## src/rtl/coin_acceptor.sv

```systemverilog
`default_nettype none
// +----------------------------------------------------------------------------+
// | Module      : coin_acceptor                                                |
// | Description : Coin switch front end. Synchronises and debounces the raw    |
// |               five/ten coin switches, emits one clean single-cycle pulse   |
// |               per accepted coin and keeps a saturating credit total.       |
// | Revision    : 1.0 - initial release                                        |
// +----------------------------------------------------------------------------+
module coin_acceptor #(
   parameter int DEBOUNCE_CYCLES = 16,
   parameter int HOLDOFF_CYCLES  = 8
) (
   input  logic       clk,
   input  logic       rst_n,
   input  logic       btn_five,
   input  logic       btn_ten,
   input  logic       clear_total,
   output logic       five,
   output logic       ten,
   output logic       busy,
   output logic [7:0] total
);

   // Terminal counts. The release counter is compared one early because the
   // transition edge itself is the last quiet sample.
   localparam logic [15:0] DEB_LAST   = 16'(DEBOUNCE_CYCLES);
   localparam logic [15:0] QUIET_LAST = 16'(DEBOUNCE_CYCLES - 1);
   localparam logic [15:0] HOLD_LAST  = 16'(HOLDOFF_CYCLES - 1);

   typedef enum logic [2:0] {
      IDLE         = 3'd0,
      DEBOUNCE     = 3'd1,
      FIRE         = 3'd2,
      WAIT_RELEASE = 3'd3,
      HOLDOFF      = 3'd4
   } state_t;

   state_t      state;
   logic        meta5;
   logic        meta10;
   logic        s5;
   logic        s10;
   logic [15:0] cnt;
   logic        coin_sel;    // 0 = five, 1 = ten
   logic        sel_in;
   logic        other_in;
   logic [8:0]  sum;

   // Two-flop synchronisers for the asynchronous coin switches.
   always_ff @(posedge clk or negedge rst_n) begin
      if (!rst_n) begin
         meta5  <= 1'b0;
         meta10 <= 1'b0;
         s5     <= 1'b0;
         s10    <= 1'b0;
      end else begin
         meta5  <= btn_five;
         meta10 <= btn_ten;
         s5     <= meta5;
         s10    <= meta10;
      end
   end

   // The coin being debounced and the competing coin, seen through coin_sel.
   assign sel_in   = coin_sel ? s10 : s5;
   assign other_in = coin_sel ? s5  : s10;

   // Nine-bit sum so an overflow past 255 is visible and can be clamped.
   assign sum = {1'b0, total} + (coin_sel ? 9'd10 : 9'd5);

   assign busy = (state != IDLE);

   // Coin qualification FSM with registered pulse outputs.
   always_ff @(posedge clk or negedge rst_n) begin
      if (!rst_n) begin
         state    <= IDLE;
         cnt      <= '0;
         coin_sel <= 1'b0;
         five     <= 1'b0;
         ten      <= 1'b0;
      end else begin
         five <= 1'b0;
         ten  <= 1'b0;
         case (state)
            IDLE: begin
               if (s5 ^ s10) begin
                  coin_sel <= s10;
                  cnt      <= 16'd1;
                  state    <= DEBOUNCE;
               end else if (s5 & s10) begin
                  cnt   <= '0;
                  state <= WAIT_RELEASE;
               end
            end
            DEBOUNCE: begin
               if (other_in) begin
                  // Two coins at once: reject and wait for both to clear.
                  cnt   <= '0;
                  state <= WAIT_RELEASE;
               end else if (!sel_in) begin
                  // Too short to be a coin: treat as a glitch.
                  cnt   <= '0;
                  state <= IDLE;
               end else if (cnt >= DEB_LAST) begin
                  cnt   <= '0;
                  five  <= ~coin_sel;
                  ten   <= coin_sel;
                  state <= FIRE;
               end else begin
                  cnt <= cnt + 16'd1;
               end
            end
            FIRE: begin
               cnt   <= '0;
               state <= WAIT_RELEASE;
            end
            WAIT_RELEASE: begin
               if (s5 | s10) begin
                  cnt <= '0;
               end else if (cnt >= QUIET_LAST) begin
                  cnt   <= '0;
                  state <= HOLDOFF;
               end else begin
                  cnt <= cnt + 16'd1;
               end
            end
            HOLDOFF: begin
               if (cnt >= HOLD_LAST) begin
                  cnt   <= '0;
                  state <= IDLE;
               end else begin
                  cnt <= cnt + 16'd1;
               end
            end
            default: begin
               cnt   <= '0;
               state <= IDLE;
            end
         endcase
      end
   end

   // Credit accumulator: adds the accepted coin during FIRE, clear has priority.
   always_ff @(posedge clk or negedge rst_n) begin
      if (!rst_n) begin
         total <= '0;
      end else if (clear_total) begin
         total <= '0;
      end else if (state == FIRE) begin
         total <= sum[8] ? 8'hFF : sum[7:0];
      end
   end

endmodule
`default_nettype wire

```

## config.mk

```make
export PLATFORM = sky130hd
export DESIGN_NAME = coin_acceptor
export DESIGN_NICKNAME = d
export VERILOG_FILES = /design/src/rtl/coin_acceptor.sv
export SDC_FILE = /design/constraint.sdc
export NUM_CORES = 1
export LEC_CHECK = 0
export BUFFER_PORTS_ARGS = -buffer_cell sky130_fd_sc_hd__clkbuf_2
export CAP_MARGIN = 40
export CORE_ASPECT_RATIO = 1.2
export CORE_UTILIZATION = 51
export DETAILED_ROUTE_END_ITERATION = 10
export PLACE_DENSITY = 0.7
export SLEW_MARGIN = 10
export SYNTH_ARGS = -nofsm -noshare
export SYNTH_HDL_FRONTEND = slang
export SYNTH_SLANG_ARGS = --single-unit
```

## constraint.sdc

```tcl
create_clock -name clk -period 2.8 [get_ports clk]
set_clock_uncertainty 0.1 [all_clocks]
set_input_delay 0.7 -clock clk [delete_from_list [all_inputs] [get_ports clk]]
set_output_delay 0.7 -clock clk [all_outputs]
set_load 0.02 [all_outputs]
```

; Word level (Yosys, flattened, before mapping)
; Index checks and enable logic that the tools add are counted.
; Widths: inputs -> output; s select.
[totals]
input_bits = 5
output_inout_bits = 11
wordCells = 65
mem_count = 0
romBits = 0
reg_bits = 34
ramBits = 0
latch_bits = 0
[classes]
n_mul = 0
magnitude_cmp = 3
addsub = 2
bitwise = 4
div_mod_pow = 0
n_mux = 32
eq_ne = 9
shifts = 0
n_reduce_logical = 5
[ops]
columns = operator, n
row1 = $mux 16, 8
row2 = $pmux 16 s4, 1
row3 = $mux 3, 8
row4 = $mux 8, 3
row5 = $add 16x1->16 const B, 1
row6 = $ge 16x3->1 const B, 1
row7 = $ge 16x4->1 const B, 1
row8 = $ge 16x5->1 const B, 1
row9 = $pmux 3 s5, 1
row10 = $mux 1, 10
row11 = $add 8x4->9, 1
row12 = $eq 3x2->1 const B, 2
row13 = $ne 2x2->1 const B, 3
row14 = $reduce_and 5->1, 1
row15 = $mux 4, 1
row16 = $ne 4x4->1 const B, 1
row17 = $eq 3x1->1 const B, 1
row18 = $eq 3x3->1 const B, 1
row19 = $logic_not 3->1, 1
row20 = $ne 3x3->1 const B, 1
row21 = $reduce_bool 3->1, 1
row22 = $reduce_and 2->1, 1
row23 = $reduce_bool 2->1, 1
row24 = $and 1x1->1, 1
row25 = other kinds (3), 3

; Longest topological paths before layout
; Gate-level depths: netlist (run 1).
[depth]
depth_word = 5
depth_mapped = 9
ltp_nobuf = 9

; Worst setup path before layout (run 1)
; OpenSTA, ideal clock, no wires.
[synth_timing]
path_kind = reg-to-reg
start = register coin_sel
end = register total[0]
n_path_buf = 0
path_stages_with_launch = 10
synth_period_minus_slack_ns = 2.155
path_slack_ns = 0.645
required_time_ns = 2.606
arrival_ns = 1.961
setup_ns = 0.094
path_cell_list = dfrtp_1 inv_1 ha_1 inv_1 fa_1 nor2b_1 o21ai_0 a21oi_1 a21boi_0 a211oi_1
[synth_between]
elab_chain_len = 5
[synth_rtl]
columns = element, line
row1 = start: declaration, 44  ; logic coin_sel;
row2 = start signal: assignment, 78  ; coin_sel <= 1'b0;
row3 = start signal: assignment, 87  ; coin_sel <= s10;
row4 = $mux 4, 69  ; assign sum = {1'b0, total} + (coin_sel ? 9'd10 : 9'd5);
row5 = $add 8x4->9, 69
row6 = $mux 8, 150  ; total <= sum[8] ? 8'hFF : sum[7:0];
row7 = $mux 8, 149  ; end else if (state == FIRE) begin
row8 = $mux 8, 147  ; end else if (clear_total) begin
row9 = end signal: assignment, 150
row10 = end: declaration, 21  ; output logic [7:0] total
; No other way between the ends. The select of a mux whose other input is x is not followed.
; A chain may end at the register's enable or synchronous reset.

; Worst setup path in the final report (run 1)
; Same ends and word-level chain as after synthesis.

==> results.md, run 1 <==
- Worst Setup Path Type: register to register
- Largest Register: cnt
- Initial antenna violation count: 0
- WHS: 0.259 ns
- Crit end category: register
- Vias in the first global route: roughly 1.4k
- Synth top area share: 48.6%
- Syn Std Cell Area: 0.00175 mm2
- Maximum clock frequency: 405 MHz
- DRT Wirelength: 3330 um
- Worst rel slew slack: between 40 and 50%
- CTS Buf Count: 5
- Slew at the pin with the worst max-slew slack: 0.820 ns
- Commonest non-fill, non-tap cell in the layout: dfrtp_1
- WP data required: a little under 3 ns
- All-layer global routing usage: 20.7%
- Setup bufs post-CTS: 0
- Power Density: 812 mW/mm2
- DR vias/cell: 5.95
- YS warnings: 0
- CP arrival: between 2 and 3 ns
- Initial Util: 55.3%
- Slew Limit Fails: 0
- #FFs+latches synth: 34
- Number of library cell types mapped by synthesis: 46
- Minimum clock period after layout: 2.47 ns
- Antenna Nets Post-Route: 0
- Ant diodes: 0
- H-tree levels: 2
- Post-synth ARST share: 100%
- Endpoints failing hold: 0
- Clock Tree Root: clkbuf_4
- Max reg flops: 16
- Main flop type after synthesis: dfrtp_1
- Routed length per placed instance: about 15 um
- Most frequent cells in the layout: 34 x dfrtp_1, 20 x nor2_1, 15 x clkbuf_2
- CTS max path bufs: 2
- Die outline width: 55.5 um
- Area added between synthesis and finish: 9.29%
- Hold Buf Count CTS: 0
- Grt ovf: 0
- Area contributors post-synth: dfrtp_1 49%, ha_1 5.7%, nor2_1 4.3%
- Drt first-iter violations: 58
- Post-detail-place hpwl: 2420 um
- Vias post-DR: 1344
- First-pass GRT wire length: ~6000 um
- Die H: around 66 um
- Post-Syn Nets: 185
- Max-Cap Viols: 0
- GP Congestion: 0.836
- Area of the core: 0.00317 mm2
- Setup violators final: 0
- Worst Path Max Fanout: 7
- Mapped Cells: 171
- Num ports: 16
- Largest regs: cnt (16), total (8), state (3)
- Post_cts resized: 0
- Post-synth EDFFs: 0
- Final period util: 88.2%
- DRT Pass-1 Iters: 4
- Crit start category: register
- Share of cells above drive strength 1: 15.3%
- Fillcell total: 271
- Die area: 0.00367 mm2
- Static Leak: 0.896 nW
- Syn avg cell area: 10.2 um2
- RSZ-0062 raised after global routing: false
- TNS Setup: 0 ns
- Largest net degree at the start of global routing: 35
- Clock transition at the registers of the reported paths: 0.10 ns
- Post-DP Area: 0.00185 mm2
- Skew-Pair Late Insertion Delay: 0.33 ns
- CTS sink cnt: 34
- Area leader, netlist: dfrtp_1
- Worst hold-check path type: register to register
- Sequential share of the synthesized area: a little under 50%
- Status: finished clean
- Rows: 22
- IO buf count: 15
- Residual DRC count: 0
- Max VDD drop: 672 uV
- CTS tree: yes
- Final Cell Area: 0.00191 mm2
- Nets@finish: 203
## cell usage after synthesis (2+ instances only)
library cell,instances
a211o_1,2
a211oi_1,4
a21oi_1,7
a22o_1,2
a31o_1,2
a31oi_1,2
a32o_1,2
and2_1,8
buf_1,2
buf_2,2
dfrtp_1,34
ha_1,8
inv_1,10
nand2_1,11
nand3_1,5
nand4_1,3
nor2_1,20
nor3_1,8
nor3b_1,3
nor4_1,3
o21ai_0,4
xor2_1,5
## cell families (layout without fill, tap and decap cells)
family | after synthesis | count (layout) | share of synthesized area (%)
buf+inv | 15 | 34 | 3.57
simple gates | 71 | 71 | 22.8
xor+xnor | 5 | 5 | 2.50
flops | 34 | 34 | 48.6
mux | 2 | 2 | 1.21
compound gates | 35 | 35 | 14.5
fa+ha+maj | 9 | 9 | 6.86
## critical path, stage by stage, from the launching register on
cell,delay (ns)
dfrtp_1,0.47
inv_1,0.16
ha_1,0.22
inv_1,0.07
fa_1,0.40
nor2b_1,0.13
o21ai_0,0.14
a21oi_1,0.22
a21boi_0,0.19
a211oi_1,0.29
## power by group
group	leakage [nW]	internal (mW)	switching, mW
sequential	0.455	0.551	0.107
combinational	0.405	0.258	0.355
clock	0.0353	0.122	0.161
total	0.896	0.931	0.623
## metrics by stage
stage	std cells	total power [mW]	setup WS, ns	util (%)
2_1_floorplan	171	1.12	0.645	-
3_3_place_gp	218	1.24	0.542	58.6
3_5_place_dp	218	1.28	0.393	58.6
4_1_cts	226	1.56	0.362	60.5
5_1_grt	226	1.67	0.111	60.5
6_report	226	1.55	0.331	60.5
## layout make-up
cell class | count | area, um2 | share of cell area (%)
Sequential cell | 34 | 851 | 44.4
Multi-Input combinational cell | 122 | 838 | 43.8
Timing Repair Buffer | 16 | 82.6 | 4.31
Clock buffer | 7 | 55.1 | 2.88
Tap cell | 36 | 45.0 | 2.35
Inverter | 10 | 37.5 | 1.96
Clock inverter | 1 | 5.00 | 0.261
## routing by layer
metal	wire, um	part of all wire, %	global-route usage (%)	up-vias
li1	-	-	-	648
met1	1470	44	23.3	656
met2	1710	51	37.2	36
met3	118	3.5	5.48	4
met4	36	1.1	8.13	0
met5	0	0	0	-
## path summary, 6_finish.rpt
check	from	end	slack, ns	cells after the start
setup / recovery	coin_sel$_DFFE_PN0P_	total[0]$_DFFE_PN0P_	0.33	9
hold / removal	meta10$_DFF_PN0_	s10$_DFF_PN0_	0.26	0
setup reg to reg	coin_sel$_DFFE_PN0P_	total[0]$_DFFE_PN0P_	0.33	9
hold reg to reg	meta10$_DFF_PN0_	s10$_DFF_PN0_	0.26	0
max in group asynchronous	rst_n	coin_sel$_DFFE_PN0P_	1.74	1
min in group asynchronous	rst_n	meta5$_DFF_PN0_	0.35	1
Note: power is estimated with default switching activity, not from simulation.
==> run 2: changes to the inputs <==
--- a/config.mk
+++ b/config.mk
@@ -5,7 +5,7 @@
 export SDC_FILE = /design/constraint.sdc
 export NUM_CORES = 1
 export LEC_CHECK = 0
-export BUFFER_PORTS_ARGS = -buffer_cell sky130_fd_sc_hd__clkbuf_2
+export BUFFER_PORTS_ARGS = -buffer_cell sky130_fd_sc_hd__buf_2
 export CAP_MARGIN = 40
 export CORE_ASPECT_RATIO = 1.2
 export CORE_UTILIZATION = 51
==> results.md, run 2 (synthesis gave the netlist of run 1 again) <==
- Critical path buffers and inverters: 2 (unchanged)
- Share of cells above drive strength 1: 14.8% (-0.45 points)
- GP Congestion: 0.816 (-2.4%)
- Status: finished clean
- Hold Crit Depth: 0 (unchanged)
- Most used cell, CP: inv_1
- CP top delay family: compound AO/OA/AOI/OAI gates
- Max reg flops: 16 (unchanged)
- Top layer in use: met4
- Post-route insts no fill: 225 (-0.44%)
- First-pass GRT wire length: 6000 um (+0.82%)
- Hold path startpoint: meta10$_DFF_PN0_
- Antenna Nets Post-Route: 0 (unchanged)
- Clock transition at the registers of the reported paths: 0.10 ns (about the same)
- DRT Pass-1 Iters: 4 (unchanged)
- Most frequent cells in the layout: 34 x dfrtp_1, 20 x nor2_1, 15 x buf_2
- Ant diodes: 0 (unchanged)
- Residual DRC count: 0 (unchanged)
- CP arrival: 2.68 ns (+0.08 ns)
- Setup violators final: 0 (unchanged)
- Post-detail-place hpwl: 2440 um (+0.83%)
- Drt first-iter violations: 36 (-38%)
- CTS sink cnt: 34 (unchanged)
- Worst rel slew slack: 51.3% (+6.0 points)
- Max-Cap Viols: 0 (unchanged)
- WHS: 0.258 ns (-0.00132 ns)
- Total power: 1.53 mW (-1.4%)
- Final worst setup slack: 0.263 ns (-0.0678 ns)
- Routed length per placed instance: 14.9 um (+0.96%)
- H-tree levels: 2 (unchanged)
- Crit path cell chain: inv_1 -> ha_1 -> inv_1 -> fa_1 -> nor2b_1 -> o21ai_0 -> a21oi_1 -> a21boi_0 -> a211oi_1
- CTS max path bufs: 2 (unchanged)
- Endpoints failing hold: 0 (unchanged)
- FF-to-FF Start: coin_sel$_DFFE_PN0P_
- CTS Buf Count: 5 (unchanged)
- Vias in the first global route: 1379 (-1.4%)
- Worst Reg-to-Reg Cells: 9 (unchanged)
- Slew Limit Fails: 0 (unchanged)
- Reg-to-reg endpoint: total[0]$_DFFE_PN0P_
- Nets@finish: 203 (unchanged)
- Area of the core: 0.00317 mm2 (unchanged)
- IO buf count: 15 (unchanged)
- Setup bufs post-CTS: 0 (unchanged)
- Worst Path Max Fanout: 7 (unchanged)
- Worst R2R Setup Slack: 0.26 ns (-0.07 ns)
- Grt ovf: 0 (unchanged)
- Worst Setup Path Type: register to register
- Die area: 0.00367 mm2 (unchanged)
- Vias post-DR: 1315 (-2.2%)
- Clock Tree Root: clkbuf_4
- Skew-Pair Late Insertion Delay: 0.35 ns (+0.02 ns)
- Initial antenna violation count: 0 (unchanged)
- Final Cell Area: 0.00190 mm2 (-0.59%)
- Post_cts resized: 0 (unchanged)
- M1 wire length: 1480 um (+1.0%)
- Util after Layout: 60.1% (-0.36 points)
- TNS Setup: 0 ns (unchanged)
- Initial Util: 55.3% (unchanged)
- Min-Delay Endpoint: s10$_DFF_PN0_
- Num ports: 16 (unchanged)
- CTS tree: yes
- Placed insts: 218 (unchanged)
- Die H: 66.2 um (unchanged)
- Max VDD drop: 639 uV (-4.9%)
- Largest net degree at the start of global routing: 35 (unchanged)
- Rows: 22 (unchanged)
- DRT Wirelength: 3350 um (+0.51%)
- Worst hold-check path type: register to register
- Place WS: 0.330 ns (-0.0628 ns)
- Minimum clock period after layout: 2.54 ns (+0.0678 ns)
- DR WL met2: 1670 um (-2.2%)
- All-layer global routing usage: 21.3% (+0.59 points)
- Area added between synthesis and finish: 8.64%
- Slowest CP cell: dfrtp_1
- Largest Register: cnt
- Final period util: 90.6% (+2.4 points)
- Largest regs: cnt (16), total (8), state (3)
- RSZ-0062 raised after global routing: false
- Hold Buf Count CTS: 0 (unchanged)
- DR vias/cell: 5.84 (-1.7%)
- Maximum clock frequency: 394 MHz (-2.7%)
- Wire length on met3: 87 um (-26%)
- Die outline width: 55.5 um (unchanged)
- Crit end category: register
- CP max stage delay: 0.47 ns (about the same)
- Crit start category: register
- WP data required: 2.95 ns (+0.02 ns)
- Commonest non-fill, non-tap cell in the layout: dfrtp_1
- Power Density: 806 mW/mm2 (-0.77%)
- Slew at the pin with the worst max-slew slack: 0.730 ns (-0.0907 ns)
- Static Leak: 0.891 nW (-0.54%)
- Post-DP Area: 0.00185 mm2 (unchanged)
[run 2: cell count changes in the layout (fill, tap and decap cells not counted), sizes merged]
cell / change
clkbuf: -16
clkinv: -1
buf: +15
clkinvlp: +1
[run 2: power breakdown]
| group | total [mW] | switching [mW] | leakage [nW] | internal, mW |
|---|---|---|---|---|
| logic | 0.615 | 0.357 | 0.411 | 0.258 |
| registers | 0.660 | 0.108 | 0.455 | 0.551 |
| clock network | 0.259 | 0.165 | 0.0243 | 0.0935 |
| total | 1.53 | 0.631 | 0.891 | 0.903 |
[run 2: worst reg2reg max path: stages, from the launching register on]
cell and delay (ns):
dfrtp_1 0.47, inv_1 0.17, ha_1 0.21, inv_1 0.08, fa_1 0.41, nor2b_1 0.13
o21ai_0 0.15, a21oi_1 0.22, a21boi_0 0.19, a211oi_1 0.31
[run 2: area by class of cell]
| type | count | area (um2) |
|---|---|---|
| fillers | 275 | 1260 |
| flip-flops and latches | 34 | 851 |
| multi-input cells | 122 | 838 |
| repair buffers | 16 | 82.6 |
| well taps | 36 | 45.0 |
| clock buffers | 6 | 41.3 |
| inverters | 10 | 37.5 |
| clock inverters | 1 | 7.51 |
[run 2: metal layers]
| metal | GRT usage (%) | vias up |
|---|---|---|
| li1 | - | 653 |
| met1 | 24.2 | 631 |
| met3 | 4.50 | 10 |
| met4 | 13.4 | 0 |
| met2 | 36.4 | 21 |
| met5 | 0 | - |
[run 2: worst max path at each step]
stage / startpoint / end / slack [ns] / cells past startpoint
floorplan: coin_sel$_DFFE_PN0P_ / total[0]$_DFFE_PN0P_ / 0.64 / 9
global placement: coin_sel$_DFFE_PN0P_ / total[0]$_DFFE_PN0P_ / 0.54 / 9
detailed placement: coin_sel$_DFFE_PN0P_ / total[0]$_DFFE_PN0P_ / 0.33 / 9
CTS: coin_sel$_DFFE_PN0P_ / total[0]$_DFFE_PN0P_ / 0.27 / 9
global route: coin_sel$_DFFE_PN0P_ / total[0]$_DFFE_PN0P_ / 0.02 / 9
finish: coin_sel$_DFFE_PN0P_ / total[0]$_DFFE_PN0P_ / 0.26 / 9
==> run 3: changes to the inputs <==
--- a/config.mk
+++ b/config.mk
@@ -5,6 +5,7 @@
 export SDC_FILE = /design/constraint.sdc
 export NUM_CORES = 1
 export LEC_CHECK = 0
+export ABC_AREA = 1
 export BUFFER_PORTS_ARGS = -buffer_cell sky130_fd_sc_hd__buf_2
 export CAP_MARGIN = 40
 export CORE_ASPECT_RATIO = 1.2
==> results.md, run 3 <==
- DR vias/cell: 4.96 (-15%)
- Post-route insts no fill: 294 (+31%)
- Grt ovf: 0 (unchanged)
- Residual DRC count: 2 (+2)
- Nets@finish: 270 (+33%)
- Drt first-iter violations: 79 (+120%)
- Post-detail-place hpwl: 2590 um (+5.9%)
- GP Congestion: 0.879 (+7.7%)
- M1 GR Usage: 26.3% (+2.1 points)
- Static Leak: 1.12 nW (+26%)
- Fillcell total: 320 (+16%)
- Failing checks: DRC
- Post-synth ARST share: 100% (unchanged)
- Worst rel slew slack: 49.6% (-1.7 points)
- Routed length per placed instance: 11.7 um (-21%)
- Max VDD drop: 445 uV (-30%)
- Max reg flops: 16 (unchanged)
- CTS Buf Count: 5 (unchanged)
- IO buf count: 15 (unchanged)
- CTS sink cnt: 34 (unchanged)
- Util after Layout: 60.7% (+0.57 points)
- Multi-input logic area: 836 um2 (-0.30%)
- CTS tree: yes
- Vias in the first global route: 1375 (-0.29%)
- Final Cell Area: 0.00206 mm2 (+8.3%)
- DRT Pass-1 Iters: 7 (+3)
- Minimum clock period after layout: 2.11 ns (-0.426 ns)
- Post_cts resized: 0 (unchanged)
- Largest Register: cnt
- Slew at the pin with the worst max-slew slack: 0.756 ns (+0.0262 ns)
- Clock Tree Root: clkbuf_8
- Share of cells above drive strength 1: 16.0% (+1.1 points)
- Final period util: 75.4% (-15 points)
- Main flop type after synthesis: dfrtp_1
- Num ports: 16 (unchanged)
- Initial Util: 54.5% (-0.88 points)
- Area of the core: 0.00340 mm2 (+7.3%)
- Commonest cells post-synth: 61 x nand2_1, 38 x inv_1, 34 x dfrtp_1
- Worst hold-check path type: register to register
- DRT Wirelength: 3440 um (+2.6%)
- Antenna Nets Post-Route: 0 (unchanged)
- Die area: 0.00387 mm2 (+5.4%)
- Area contributors post-synth: dfrtp_1 46%, nand2_1 12%, inv_1 7.7%
- Status: finished, violations left
- Synth top area share: 46.0% (-2.6 points)
- Crit end category: register
- Maximum clock frequency: 474 MHz (+20%)
- Worst Setup Path Type: register to register
- Commonest non-fill, non-tap cell in the layout: nand2_1
- Die H: 68.0 um (+2.7%)
- RSZ-0062 raised after global routing: false
- Placed insts: 286 (+31%)
- Ant diodes: 0 (unchanged)
- Vias post-DR: 1459 (+11%)
- Area added between synthesis and finish: 11.4%
- Post-Syn Nets: 249 (+35%)
- Area leader, netlist: dfrtp_1
- Crit start category: register
- Die outline width: 57.0 um (+2.6%)
- Met3 Usage GRT: 5.10% (+0.60 points)
- Syn avg cell area: 7.87 um2 (-23%)
- Number of library cell types mapped by synthesis: 27 (-41%)
- First-pass GRT wire length: 5970 um (-0.58%)
- Post-synth EDFFs: 0 (unchanged)
- Post-DP Area: 0.00197 mm2 (+6.0%)
- All-layer global routing usage: 20.4% (-0.83 points)
- Hold Buf Count CTS: 0 (unchanged)
- H-tree levels: 2 (unchanged)
- Most frequent cells in the layout: 61 x nand2_1, 38 x inv_1, 34 x dfrtp_1
- #FFs+latches synth: 34 (unchanged)
- M2 GR Usage: 34.6% (-1.9 points)
- Max-Cap Viols: 0 (unchanged)
- Worst Path Max Fanout: 7 (unchanged)
- Rows: 23 (+4.5%)
- Setup bufs post-CTS: 0 (unchanged)
- YS warnings: 0 (unchanged)
- Most frequent cell after synthesis: nand2_1
- CP arrival: 2.22 ns (-0.46 ns)
- Endpoints failing hold: 0 (unchanged)
- Syn Std Cell Area: 0.00185 mm2 (+5.6%)
- Mapped Cells: 235 (+37%)
- Largest regs: cnt (16), total (8), state (3)
- GR peak layer: met2
- Setup violators final: 0 (unchanged)
- Power Density: 811 mW/mm2 (+0.69%)
- WP data required: 2.91 ns (-0.04 ns)
- Skew-Pair Late Insertion Delay: 0.28 ns (-0.07 ns)
- CTS max path bufs: 2 (unchanged)
- TNS Setup: 0 ns (unchanged)
- Initial antenna violation count: 0 (unchanged)
- Sequential share of the synthesized area: 46.0% (-2.6 points)
- Largest net degree at the start of global routing: 35 (unchanged)
- Register Area: 851 um2 (unchanged)
- Slew Limit Fails: 0 (unchanged)
- Clock transition at the registers of the reported paths: 0.07 ns (-0.03 ns)
-- run 3: changes by cell type in the layout (fill, tap and decap cells not counted), sizes merged, moves of 4 or more --
cell,change
a211oi,-4
a21oi,-4
and2,-8
inv,+32
nand2,+54
nand3,+11
nor2,+15
nor3b,-4
o21ai,+4
-- run 3: per-layer routing --
metal / routed length, um / share of wire, % / vias to the layer above
met5: 0 / 0 / -
li1: - / - / 763
met4: 28 / 0.81 / 0
met1: 1640 / 48 / 671
met2: 1680 / 49 / 21
met3: 87 / 2.5 / 4
-- run 3: worst paths after layout --
kind	from	end	slack, ns	cells after the start
setup / recovery	coin_sel$_DFFE_PN0P_	total[6]$_DFFE_PN0P_	0.69	11
setup reg to reg	coin_sel$_DFFE_PN0P_	total[6]$_DFFE_PN0P_	0.69	11
min in group asynchronous	rst_n	total[0]$_DFFE_PN0P_	0.39	1
hold / removal	meta10$_DFF_PN0_	s10$_DFF_PN0_	0.25	0
hold reg to reg	meta10$_DFF_PN0_	s10$_DFF_PN0_	0.25	0
max in group asynchronous	rst_n	cnt[9]$_DFFE_PN0N_	1.73	1
-- run 3: power breakdown --
part           leakage (nW)  internal (mW)  switching [mW]
sequential            0.458          0.555          0.0717
combinational         0.617          0.237           0.438
clock                0.0472          0.197           0.173
-- run 3: kinds of logic (layout without fill, tap and decap cells) --
group,count (synthesis),after routing,share of synthesized area [%]
buffers and inverters,43,65,8.80
AO/OA/AOI/OAI,20,20,6.36
flip-flops,34,34,46.0
XOR/XNOR,4,4,1.89
adder cells (fa/ha/maj),9,9,6.50
AND/OR/NAND/NOR,125,125,30.4
-- run 3: cell type report --
class | count | area share, %
clock buffers | 6 | 4.01
clock inverters | 2 | 0.607
inverters | 42 | 7.65
multi-input cells | 158 | 40.6
flip-flops and latches | 34 | 41.3
well taps | 37 | 2.25
repair buffers | 15 | 3.64
-- run 3: critical path, cell delays in order (launching register included) --
cell,delay (ns)
dfrtp_1,0.45
inv_1,0.17
ha_1,0.19
inv_1,0.05
fa_1,0.39
inv_1,0.07
nand3_1,0.06
nand2_1,0.13
nand2_1,0.11
o21ai_0,0.16
nand2_1,0.06
o22ai_1,0.11
-- run 3: metrics by stage --
stage	power [mW]	hold slack, ns	setup slack, ns
after floorplan	1.16	0.231	0.874
after global placement	1.31	0.234	0.804
after detailed placement	1.32	0.237	0.706
after CTS	1.69	0.253	0.684
after global routing	1.82	0.274	0.393
final	1.67	0.251	0.690
